<file path="src/rtl/io_port_bank.sv">
// io_port_bank: table-driven bank of NPORTS write-latched 8-bit Z80 I/O port registers.
// Latency: q/wr_stb/locked update 1 clk28 after the commit edge; readback registered, 1 clk28.
// Backpressure: none; the CPU bus is never stalled, exactly one commit per CPU I/O write.
// Optional feature: define IO_PORT_BANK_READBACK_EN to build the registered read path.
module io_port_bank #(
    parameter int unsigned              NPORTS     = 4,
    parameter logic [NPORTS*16-1:0]     ADDR_MATCH = {16'h00FE, 16'h1FFD, 16'hDFFD, 16'h4000},
    parameter logic [NPORTS*16-1:0]     ADDR_MASK  = {16'h0001, 16'hFFFF, 16'hFFFF, 16'hC002},
    parameter logic [7:0]               RESET_VAL  = 8'h00,
    parameter logic [NPORTS-1:0]        LOCKABLE   = 4'b0001,
    parameter int unsigned              LOCK_BIT   = 5,
    parameter logic [NPORTS-1:0]        READABLE   = 4'b0110
) (
    input  logic                  clk28,
    input  logic                  rst_n,
    input  logic [NPORTS-1:0]     en,
    input  logic                  ioreq,
    input  logic                  rd,
    input  logic                  wr,
    input  logic [15:0]           a,
    input  logic [7:0]            d_in,
    input  logic [NPORTS-1:0]     lock_override,
    output logic [NPORTS*8-1:0]   q,
    output logic [NPORTS-1:0]     wr_stb,
    output logic [NPORTS-1:0]     locked,
    output logic [7:0]            d_out,
    output logic                  d_out_active
);

    // ------------------------------------------------------------------
    // Address decode: per-port masked compare, then lowest-index winner.
    // ------------------------------------------------------------------
    logic [NPORTS-1:0] hit;
    logic [NPORTS-1:0] sel_oh;
    logic              sel_found;

    // Masked address match per port, gated by the per-port enable
    always_comb begin
        hit = '0;
        for (int i = 0; i < NPORTS; i++) begin
            hit[i] = en[i] &&
                     ((a & ADDR_MASK[i*16 +: 16]) ==
                      (ADDR_MATCH[i*16 +: 16] & ADDR_MASK[i*16 +: 16]));
        end
    end

    // Priority pick: only the lowest-index hit is ever written or read
    always_comb begin
        sel_oh    = '0;
        sel_found = 1'b0;
        for (int i = 0; i < NPORTS; i++) begin
            if (hit[i] && !sel_found) begin
                sel_oh[i] = 1'b1;
                sel_found = 1'b1;
            end
        end
    end

    // ------------------------------------------------------------------
    // Write commit: rising edge of ioreq&&wr, sampled on clk28.
    // wr_prev resets high so a write still asserted when reset releases
    // has to drop and rise again before it can commit.
    // ------------------------------------------------------------------
    logic              wr_cyc;
    logic              wr_prev;
    logic              commit;
    logic [NPORTS-1:0] wr_ok;

    assign wr_cyc = ioreq & wr;
    assign commit = wr_cyc & ~wr_prev;

    // Remember last cycle's write request for edge detection
    always_ff @(posedge clk28 or negedge rst_n) begin
        if (!rst_n) begin
            wr_prev <= 1'b1;
        end else begin
            wr_prev <= wr_cyc;
        end
    end

    // A commit lands on the selected port unless it is locked without override
    assign wr_ok = {NPORTS{commit}} & sel_oh & (~LOCKABLE | ~locked | lock_override);

    // One-clock write strobe per permitted commit
    always_ff @(posedge clk28 or negedge rst_n) begin
        if (!rst_n) begin
            wr_stb <= '0;
        end else begin
            wr_stb <= wr_ok;
        end
    end

    // ------------------------------------------------------------------
    // Port registers and lock bits
    // ------------------------------------------------------------------
    logic [7:0] q_r    [NPORTS];
    logic       lock_r [NPORTS];

    for (genvar i = 0; i < NPORTS; i++) begin : g_port

        // Latch CPU data into this port on a permitted commit
        always_ff @(posedge clk28 or negedge rst_n) begin
            if (!rst_n) begin
                q_r[i] <= RESET_VAL;
            end else if (wr_ok[i]) begin
                q_r[i] <= d_in;
            end
        end

        if (LOCKABLE[i]) begin : g_lock
            // Lock follows the lock bit of every permitted write; only an
            // overridden write with the bit clear (or reset) releases it
            always_ff @(posedge clk28 or negedge rst_n) begin
                if (!rst_n) begin
                    lock_r[i] <= 1'b0;
                end else if (wr_ok[i]) begin
                    lock_r[i] <= d_in[LOCK_BIT];
                end
            end
        end else begin : g_nolock
            assign lock_r[i] = 1'b0;
        end

        assign q[i*8 +: 8] = q_r[i];
        assign locked[i]   = lock_r[i];
    end

    // ------------------------------------------------------------------
    // Readback
    // ------------------------------------------------------------------
`ifdef IO_PORT_BANK_READBACK_EN
    logic       rd_act;
    logic [7:0] rd_mux;

    // Select the winning port's value; a non-readable winner blocks the read
    always_comb begin
        rd_mux = 8'hFF;
        for (int i = 0; i < NPORTS; i++) begin
            if (sel_oh[i]) begin
                rd_mux = q_r[i];
            end
        end
    end

    assign rd_act = ioreq & rd & (|(sel_oh & READABLE));

    // Register read data and drive-enable; bus idles at FF
    always_ff @(posedge clk28 or negedge rst_n) begin
        if (!rst_n) begin
            d_out_active <= 1'b0;
            d_out        <= 8'hFF;
        end else begin
            d_out_active <= rd_act;
            d_out        <= rd_act ? rd_mux : 8'hFF;
        end
    end
`else
    logic unused_rd;

    assign unused_rd    = rd;
    assign d_out_active = 1'b0;
    assign d_out        = 8'hFF;
`endif

endmodule

</file>
<file path="config.mk">
export PLATFORM = sky130hd
export DESIGN_NAME = io_port_bank
export DESIGN_NICKNAME = d
export VERILOG_FILES = /design/src/rtl/io_port_bank.sv
export SDC_FILE = /design/constraint.sdc
export NUM_CORES = 1
export LEC_CHECK = 0
export CAP_MARGIN = 20
export CELL_PAD_IN_SITES_DETAIL_PLACEMENT = 0
export CELL_PAD_IN_SITES_GLOBAL_PLACEMENT = 1
export CORE_MARGIN = 1.5
export CORE_UTILIZATION = 30
export CTS_BUF_LIST = sky130_fd_sc_hd__clkbuf_4
export CTS_CLUSTER_SIZE = 12
export DETAILED_ROUTE_END_ITERATION = 16
export PLACE_DENSITY_LB_ADDON = 0.1
export SETUP_SLACK_MARGIN = 0.15
export SYNTH_ARGS = -nofsm -noshare
export SYNTH_HDL_FRONTEND = slang
export SYNTH_SLANG_ARGS = --single-unit
</file>
<file path="constraint.sdc">
create_clock -name clk28 -period 2.1 [get_ports clk28]
set_input_delay 0.315 -clock clk28 [delete_from_list [all_inputs] [get_ports clk28]]
set_output_delay 0.315 -clock clk28 [all_outputs]
set_load 0.005 [all_outputs]
</file>
# Word-level counts from Yosys, hierarchy flattened
# Cells that the tools add are included.
[totals]
regBits = 38
input_bits = 37
word_cells = 34
[classes]
n_reduce_logical = 11
bitwise = 7
eq_ne = 3
mux = 6
[op_table]
columns = ["cell", "count"]
rows = [
  ["== test 16 x 13 -> 1 bit, second input constant", 1],
  ["== test 16 bit, second input constant", 1],
  ["logical NOT 16 bit", 1],
  ["bitwise AND 4 bit", 2],
  ["logical AND 1 bit", 7],
  ["two-way mux 1 bit", 6],
  ["OR 4 bit", 1],
  ["== test 3 x 2 -> 1 bit, second input constant", 1],
  ["logical NOT 1 bit", 3],
  ["bitwise AND 1 bit", 2],
  ["NOT 1 bit", 2],
]

# Depth between registers and ports, before layout
# Gate-level depths: netlist of the first run.
[depth]
depth_word = 14
ltp_mapped = 4

# Worst setup path after synthesis of the first run
# Ideal clock, no wire load.
[synth_path]
path_kind = "input to register"
from = "in a[15]"
to = "reg q_r (netlist bit q[0])"
path_slack_ps = 436
setup_ps = 125
stages = 4
arrival_ps = 1539
path_cell_list = "and4bb_2 > nor3b_2 > a21boi_4 > mux2_2"
[synth_via]
elab_chain_cells = 5
[synth_lines]
columns = ["item", "line_no", "source"]
rows = [
  ["start, declared", "20", "input logic [15:0] a,"],
  ["== test 3 x 2 -> 1 bit", "42", "((a & ADDR_MASK[i*16 +: 16]) =="],
  ["logical AND 1 bit", "41", "hit[i] = en[i] &&"],
  ["two-way mux 1 bit", "52", "if (hit[i] && !sel_found) begin"],
  ["bitwise AND 4 bit (2 in a row)", "82", "assign wr_ok = {NPORTS{commit}} & sel_oh & (~LOCKABLE | ~locked | lock_override);"],
  ["net wr_ok[0]", "67", "logic [NPORTS-1:0] wr_ok;"],
  ["end signal, assigned by index", "106", "q_r[i] <= d_in;"],
  ["end, declared", "96", "logic [7:0] q_r [NPORTS];"],
]
# The timed path passes the listed nets, and every way through them passes these cells.
# A chain may end at the register's enable or synchronous reset.

# Final worst setup path of the first run
[layout_path]
from = "in a[15]"
to = "reg q_r (netlist bit q[11])"
[layout_via]
elab_chain_cells = 8
word_cells_on_any_way = 10
cone_classes = "eq/ne (2); mux (2); bitwise (2); reduce/logical (4)"
[layout_lines]
columns = ["item", "line_no"]
rows = [
  ["== test 3 x 2 -> 1 bit", "42"],
  ["logical AND 1 bit", "41"],
  ["two-way mux 1 bit", "52"],
  ["logical NOT 1 bit", "52"],
  ["logical AND 1 bit *", "52"],
  ["two-way mux 1 bit *", "52"],
  ["bitwise AND 4 bit * (2 in a row)", "82"],
]
# Every way passes the cells marked *; elsewhere a longest branch is shown, timed or not.

==> flow_metrics.py, run 1 <==
metrics = {
    "synthesis": {
        "synth_ff_type": "dfrtp_1",
        "synth_edf_count": 0,
        "ys.warnings.count": 0,
        "synth_top_area_share_pct": 57.1,
        "synth.area.top_cells": "dfrtp_1 57%, mux2_2 22%, buf_4 6.2%, dfstp_2 1.7%, nor4b_4 1.5%",
        "yosysSeqAreaShare_pct": 58.7,
        "syn_area_per_cell_um2": 15.0,
        "synth_cell_types": 20,
        "synth_cells": 105,
        "synth_area_um2": 1580,
        "synth-seq-cells": 37,
        "yosysTopAreaCell": "dfrtp_1",
        "async_flop_share_pct": 100,
    },
    "timing": {
        "rsz0062_at_grt": "false",
        "slew_headroom_pct": 45.2,
        "hold_viol": 0,
        "period_share_pct": 86.9,
        "fin_ws_ns": 0.275,
        "hold_slack_ns": 0.0677,
        "fin_crit_ns": 1.82,
        "tightestPinTransition_ns": 0.822,
        "fmax_mhz": 548,
        "finClkSkew_ns": 0.00714,
        "setup_viol": 0,
        "slew_violations": 0,
        "tns_ns": 0,
    },
    "flow_run": {
        "maxCapViolations": 0,
    },
    "finish": {
        "finalNonFillerCells": 258,
        "post-route-util_pct": 47.9,
        "fillCellCount": 471,
        "area_growth_pct": 53.8,
        "stdcell_area_um2": 2430,
        "drive_gt1_share_pct": 29.8,
        "diodes": 0,
        "nets": 224,
    },
    "place": {
        "dp_hpwl_mm": 2.74,
        "port_buffers": 69,
        "preCtsSetupSlack_ns": -0.0748,
        "dpl.cell_count": 250,
        "placed_cell_area_um2": 2370,
        "gp_congestion": 0.685,
    },
    "cts": {
        "cts-root-buf": "clkbuf_4",
        "postCtsSetupBuffers": 0,
        "ctsHoldBuffers": 0,
        "clkTransAtPathRegs_ns": 0.11,
        "h-tree-depth": 2,
        "cts_max_path_buffers": 2,
        "cts_buffers": 5,
        "cts-resized-gates": 0,
        "cts_tree": "built",
        "cts_sinks": 37,
        "clkLatencyLatePin_ns": 0.33,
    },
    "routing": {
        "drt_iter0_drc": 17,
        "antenna_left": 0,
        "wire_per_inst_um": 14.3,
        "drt-total-wl_mm": 3.70,
        "routed_via_density": 4.28,
        "vias": 1104,
        "drc": 0,
        "firstDrtPassIters": 3,
    },
    "global_routing": {
        "gr-usage-met3_pct": 5.82,
        "grt_antenna_before_repair": 0,
        "grt_max_degree": 38,
        "grt_pass1_vias": 1136,
        "grt_pass1_wl_mm": 5.52,
        "grt_usage_pct": 13.7,
        "grtUsageMet1_pct": 17.0,
        "busiest_layer": "met2",
        "gr-usage-met2_pct": 22.0,
        "grt-ovfl-total": 0,
    },
    "die": {
        "placement_rows": 26,
        "ioPinCount": 86,
        "initial_utilization_pct": 31.1,
        "fp.dieW_um": 75.6,
        "die_y_um": 75.6,
        "dieArea_um2": 5710,
        "coreArea_um2": 5070,
    },
    "power_and_ir_drop": {
        "p_leak_nw": 1.09,
        "sw_frac_of_total_pct": 23.2,
        "seq_power_share_pct": 54.3,
        "p_comb_share_pct": 20.9,
        "power_mw": 1.51,
        "internal_power_mw": 1.16,
        "irDropWorstVdd_mv": 0.387,
        "switching_power_mw": 0.350,
        "power_density_nw_per_um2": 620,
        "p_clk_share_pct": 24.8,
    },
    "worst_setup_path": {
        "crit_path_cell_trace": "clkdlybuf4s50_1 > and4bb_2 > nor4_4 > nand3_2 > buf_4 > mux2_2",
        "cpPeakStageDelay_ns": 0.48,
        "critPathMaxFanout": 8,
        "arrival_ns": 2.04,
        "end_kind": "register",
        "crit_slowest_cell": "clkdlybuf4s50_1",
        "start_kind": "primary input",
        "required_ns": 2.31,
        "crit_type": "in -> reg",
    },
    "outcome": {
        "status": "finished clean",
    },
    "hold_path": {
        "hp-class": "in -> async",
    },
}
-- worst max-delay path: cells and delay by family --
family,cells,cell delay (ns)
multiplexers,1,0.28
AND/OR/NAND/NOR,3,0.76
buffers and inverters,2,0.68
-- power groups by stage --
stage                     clock [mW]  combinational [mW]  sequential (mW)
after floorplan                    0              0.0975            0.834
after global placement             0               0.314            0.831
after detailed placement           0               0.318            0.833
after CTS                      0.394               0.320            0.820
after global routing           0.429               0.342            0.828
final                          0.373               0.314            0.818
-- final cells by class --
cell class                 count  area [um2]  share of cell area (%)
clock buffer                   7        52.6                    2.16
inverter                       2        7.51                   0.309
tap                           70        87.6                    3.61
sequential                    37         927                    38.2
timing repair buffer          78         766                    31.5
clock inverter                 1        3.75                   0.155
multi-input combinational     63         584                    24.1
-- flip-flops by register name, indices dropped and copies added, names as in the netlist --
signal,flops
q,32
wr_stb,4
wr_prev,1
-- synth_stat cells (2+ instances only) --
master,instances
nand3_2,2
dfrtp_1,36
buf_4,13
nand4b_1,2
mux2_2,31
nand2_1,3
conb_1,2
and3_1,3
inv_1,2
-- path summary, 6_finish.rpt --
| path | cells past startpoint | from | endpoint | slack, ns |
|---|---|---|---|---|
| setup / recovery | 6 | a[15] | q[11] | 0.28 |
| hold / removal | 1 | rst_n | q[19] | 0.07 |
| setup reg to reg | 5 | wr_prev | q[11] | 0.38 |
| hold reg to reg | 1 | q[13] | q[13] | 0.51 |
| max in group asynchronous | 1 | rst_n | q[15] | 1.51 |
| min in group clk28 | 1 | q[13] | q[13] | 0.51 |
-- routing by layer --
| metal | vias up | share of wire [%] |
|---|---|---|
| met3 | 5 | 11 |
| met2 | 58 | 45 |
| met5 | - | 0 |
| li1 | 512 | - |
| met4 | 0 | 1.1 |
| met1 | 529 | 43 |
-- cells by family (layout without fill, tap and decap cells) --
family,count (synthesis),in the layout,synth area share (%)
AOI/OAI and AO/OA,2,2,1.74
and+or+nand+nor,18,18,10.3
DFF,37,37,58.7
muxes,31,31,22.1
buffers and inverters,15,88,6.66
other,2,12,0.476
-- layout by cell type (no fill, tap or decap), drive strengths merged --
| cell type | count |
|---|---|
| nor3b | 2 |
| a21boi | 1 |
| buf | 10 |
| and3 | 3 |
| clkbuf | 7 |
| nand4 | 1 |
| nand2 | 3 |
| dfrtp | 36 |
| conb | 12 |
| nand4b | 2 |
| clkinv | 1 |
| nor2 | 1 |
| nand3b | 1 |
| nor4 | 1 |
| mux2 | 31 |
| inv | 2 |
| clkdlybuf4s50 | 68 |
| a22o | 1 |
| and4bb | 1 |
| nand3 | 2 |
| nor4b | 1 |
| dfstp | 1 |
Power figures use the tool's default switching activity.
==> inputs of run 2 (changes only) <==
Settings changed: CORE_ASPECT_RATIO set to 0.5.
==> run 2 against run 1 <==
Effect of this change:
- fmax down 2.8%
- first-iteration DRC count fell by 18%
- sequential power barely moved
- highest routed layer is now met3
- sequential cell count is the same
- wire length is 3.3% lower
- sequential share of layout area shrank 0.88 points
- critical endpoint is now q[7]
- combinational power is 2% higher
- count of clock-buffer cells in the layout decreased by 2
- register-to-register slack better by 0.05 ns
==> flow_metrics.py, run 2 (same netlist as run 1, synthesis figures left out) <==
metrics = {
    "timing": {
        "slew_violations": 0,
        "fin_ws_ns": 0.222,
        "finClkSkew_ns": 0.0107,
        "fmax_mhz": 533,
        "period_share_pct": 89.4,
        "tightestPinTransition_ns": 0.811,
        "setup_viol": 0,
        "tns_ns": 0,
        "slew_headroom_pct": 45.9,
        "rsz0062_at_grt": "false",
        "fin_crit_ns": 1.88,
        "hold_viol": 0,
    },
    "finish": {
        "diodes": 0,
        "layout_common_cells": "68 x clkdlybuf4s50_1, 36 x dfrtp_1, 31 x mux2_2",
        "stdcell_area_um2": 2490,
        "nets": 223,
        "largest_register_ffs": 32,
        "drive_gt1_share_pct": 29.9,
        "area_growth_pct": 57.4,
        "layout_commonest_cell": "clkdlybuf4s50_1",
    },
    "global_routing": {
        "grt_antenna_before_repair": 0,
        "grt_pass1_wl_mm": 5.55,
        "grt_usage_pct": 13.1,
        "grt_max_degree": 38,
        "grt-ovfl-total": 0,
        "grt_pass1_vias": 1066,
    },
    "die": {
        "dieArea_um2": 5730,
        "ioPinCount": 86,
        "coreArea_um2": 5000,
        "fp.dieW_um": 106,
        "initial_utilization_pct": 31.6,
        "die_y_um": 54.3,
        "placement_rows": 18,
    },
    "routing": {
        "routed_via_density": 4.33,
        "drc": 0,
        "wire_per_inst_um": 13.9,
        "firstDrtPassIters": 4,
        "drt-total-wl_mm": 3.58,
        "antenna_left": 0,
        "vias": 1112,
        "drt_iter0_drc": 14,
    },
    "outcome": {
        "status": "finished clean",
    },
    "cts": {
        "postCtsSetupBuffers": 0,
        "cts_buffers": 5,
        "h-tree-depth": 2,
        "clkTransAtPathRegs_ns": 0.12,
        "clkLatencyLatePin_ns": 0.33,
        "cts_sinks": 37,
        "cts_tree": "built",
        "cts_max_path_buffers": 2,
        "cts-root-buf": "clkbuf_4",
        "ctsHoldBuffers": 0,
    },
    "hold_path": {
        "hp-class": "in -> async",
    },
    "power_and_ir_drop": {
        "p_clk_share_pct": 35.0,
        "p_leak_nw": 1.11,
        "internal_power_mw": 1.37,
        "seq_power_share_pct": 46.7,
        "sw_frac_of_total_pct": 21.4,
        "switching_power_mw": 0.373,
        "p_comb_share_pct": 18.3,
        "power_density_nw_per_um2": 702,
        "irDropWorstVdd_mv": 0.320,
    },
    "flow_run": {
        "maxCapViolations": 0,
    },
    "place": {
        "preCtsSetupSlack_ns": -0.134,
        "dp_hpwl_mm": 2.56,
        "placed_cell_area_um2": 2380,
        "gp_congestion": 0.635,
        "port_buffers": 69,
    },
    "worst_setup_path": {
        "required_ns": 2.33,
        "crit_type": "in -> reg",
        "start_kind": "primary input",
        "end_kind": "register",
        "cpPeakStageDelay_ns": 0.42,
        "crit_slowest_cell": "clkdlybuf4s50_1",
        "crit_path_cell_trace": "clkdlybuf4s50_1 > and4bb_2 > nor3b_4 > a21boi_4 > buf_12 > mux2_2",
        "arrival_ns": 2.11,
        "critPathMaxFanout": 8,
    },
}
-- run 2: cell types whose count changed in the layout (fill, tap and decap cells not counted), sizes merged --
| cell | delta |
|---|---|
| bufinv | +2 |
| clkbuf | -2 |
| buf | -1 |
-- run 2: layer usage --
metal  part of all wire (%)  routed length, um  GRT usage, %  up-vias
met4                      0                  0          4.05        0
met5                      0                  0             0        -
li1                       -                  -             -      506
met2                     43               1540          20.5       56
met3                    8.2                293          4.29        0
met1                     49               1740          17.6      550
-- run 2: layout make-up --
cell class	count	area, um2
Multi-Input combinational cell	63	591
Timing Repair Buffer	77	771
Clock buffer	5	37.5
Tap cell	70	87.6
Fill cell	475	2510
Inverter	2	7.51
Clock inverter	3	65.1
Sequential cell	37	927
-- run 2: per-stage QoR --
| stage | util, % | hold WS [ns] | instances | total power [mW] |
|---|---|---|---|---|
| final | 49.7 | 0.0533 | 257 | 1.75 |
| after global routing | 49.7 | 0.106 | 257 | 1.85 |
| after CTS | 49.6 | 0.0812 | 257 | 1.78 |
| after detailed placement | 47.5 | 0.470 | 249 | 1.16 |
| after global placement | 47.5 | 0.462 | 249 | 1.15 |
| after floorplan | - | 0.0194 | 115 | 0.931 |
-- run 2: final timing paths --
kind,start,end,slack [ns],cells after the start
worst min-delay path,rst_n,q[20],0.05,1
worst min register to register,q[23],q[23],0.52,1
worst max-delay path,a[15],q[7],0.22,6
worst max register to register,wr_prev,q[12],0.43,5
min in group clk28,q[23],q[23],0.52,1
max in group asynchronous,rst_n,q[13],1.52,1
-- run 2: worst max-delay path, delay by kind of cell --
family                 cells  cell delay, ns
AO/OA/AOI/OAI              1            0.23
multiplexers               1            0.33
buffers and inverters      2            0.57
AND/OR/NAND/NOR            2            0.65
-- run 2: power groups by stage --
stage          registers (mW)  logic, mW  clock network [mW]
6_report                0.816      0.319               0.611
3_5_place_dp            0.830      0.325                   0
2_1_floorplan           0.834     0.0975                   0
4_1_cts                 0.817      0.326               0.635
3_3_place_gp            0.829      0.321                   0
5_1_grt                 0.827      0.348               0.670
-- run 2: what timing repair did --
action,in CTS,in global routing
endpoints found under the hold margin,0,0
endpoints found under the setup margin,0,4
resized for setup,0,1
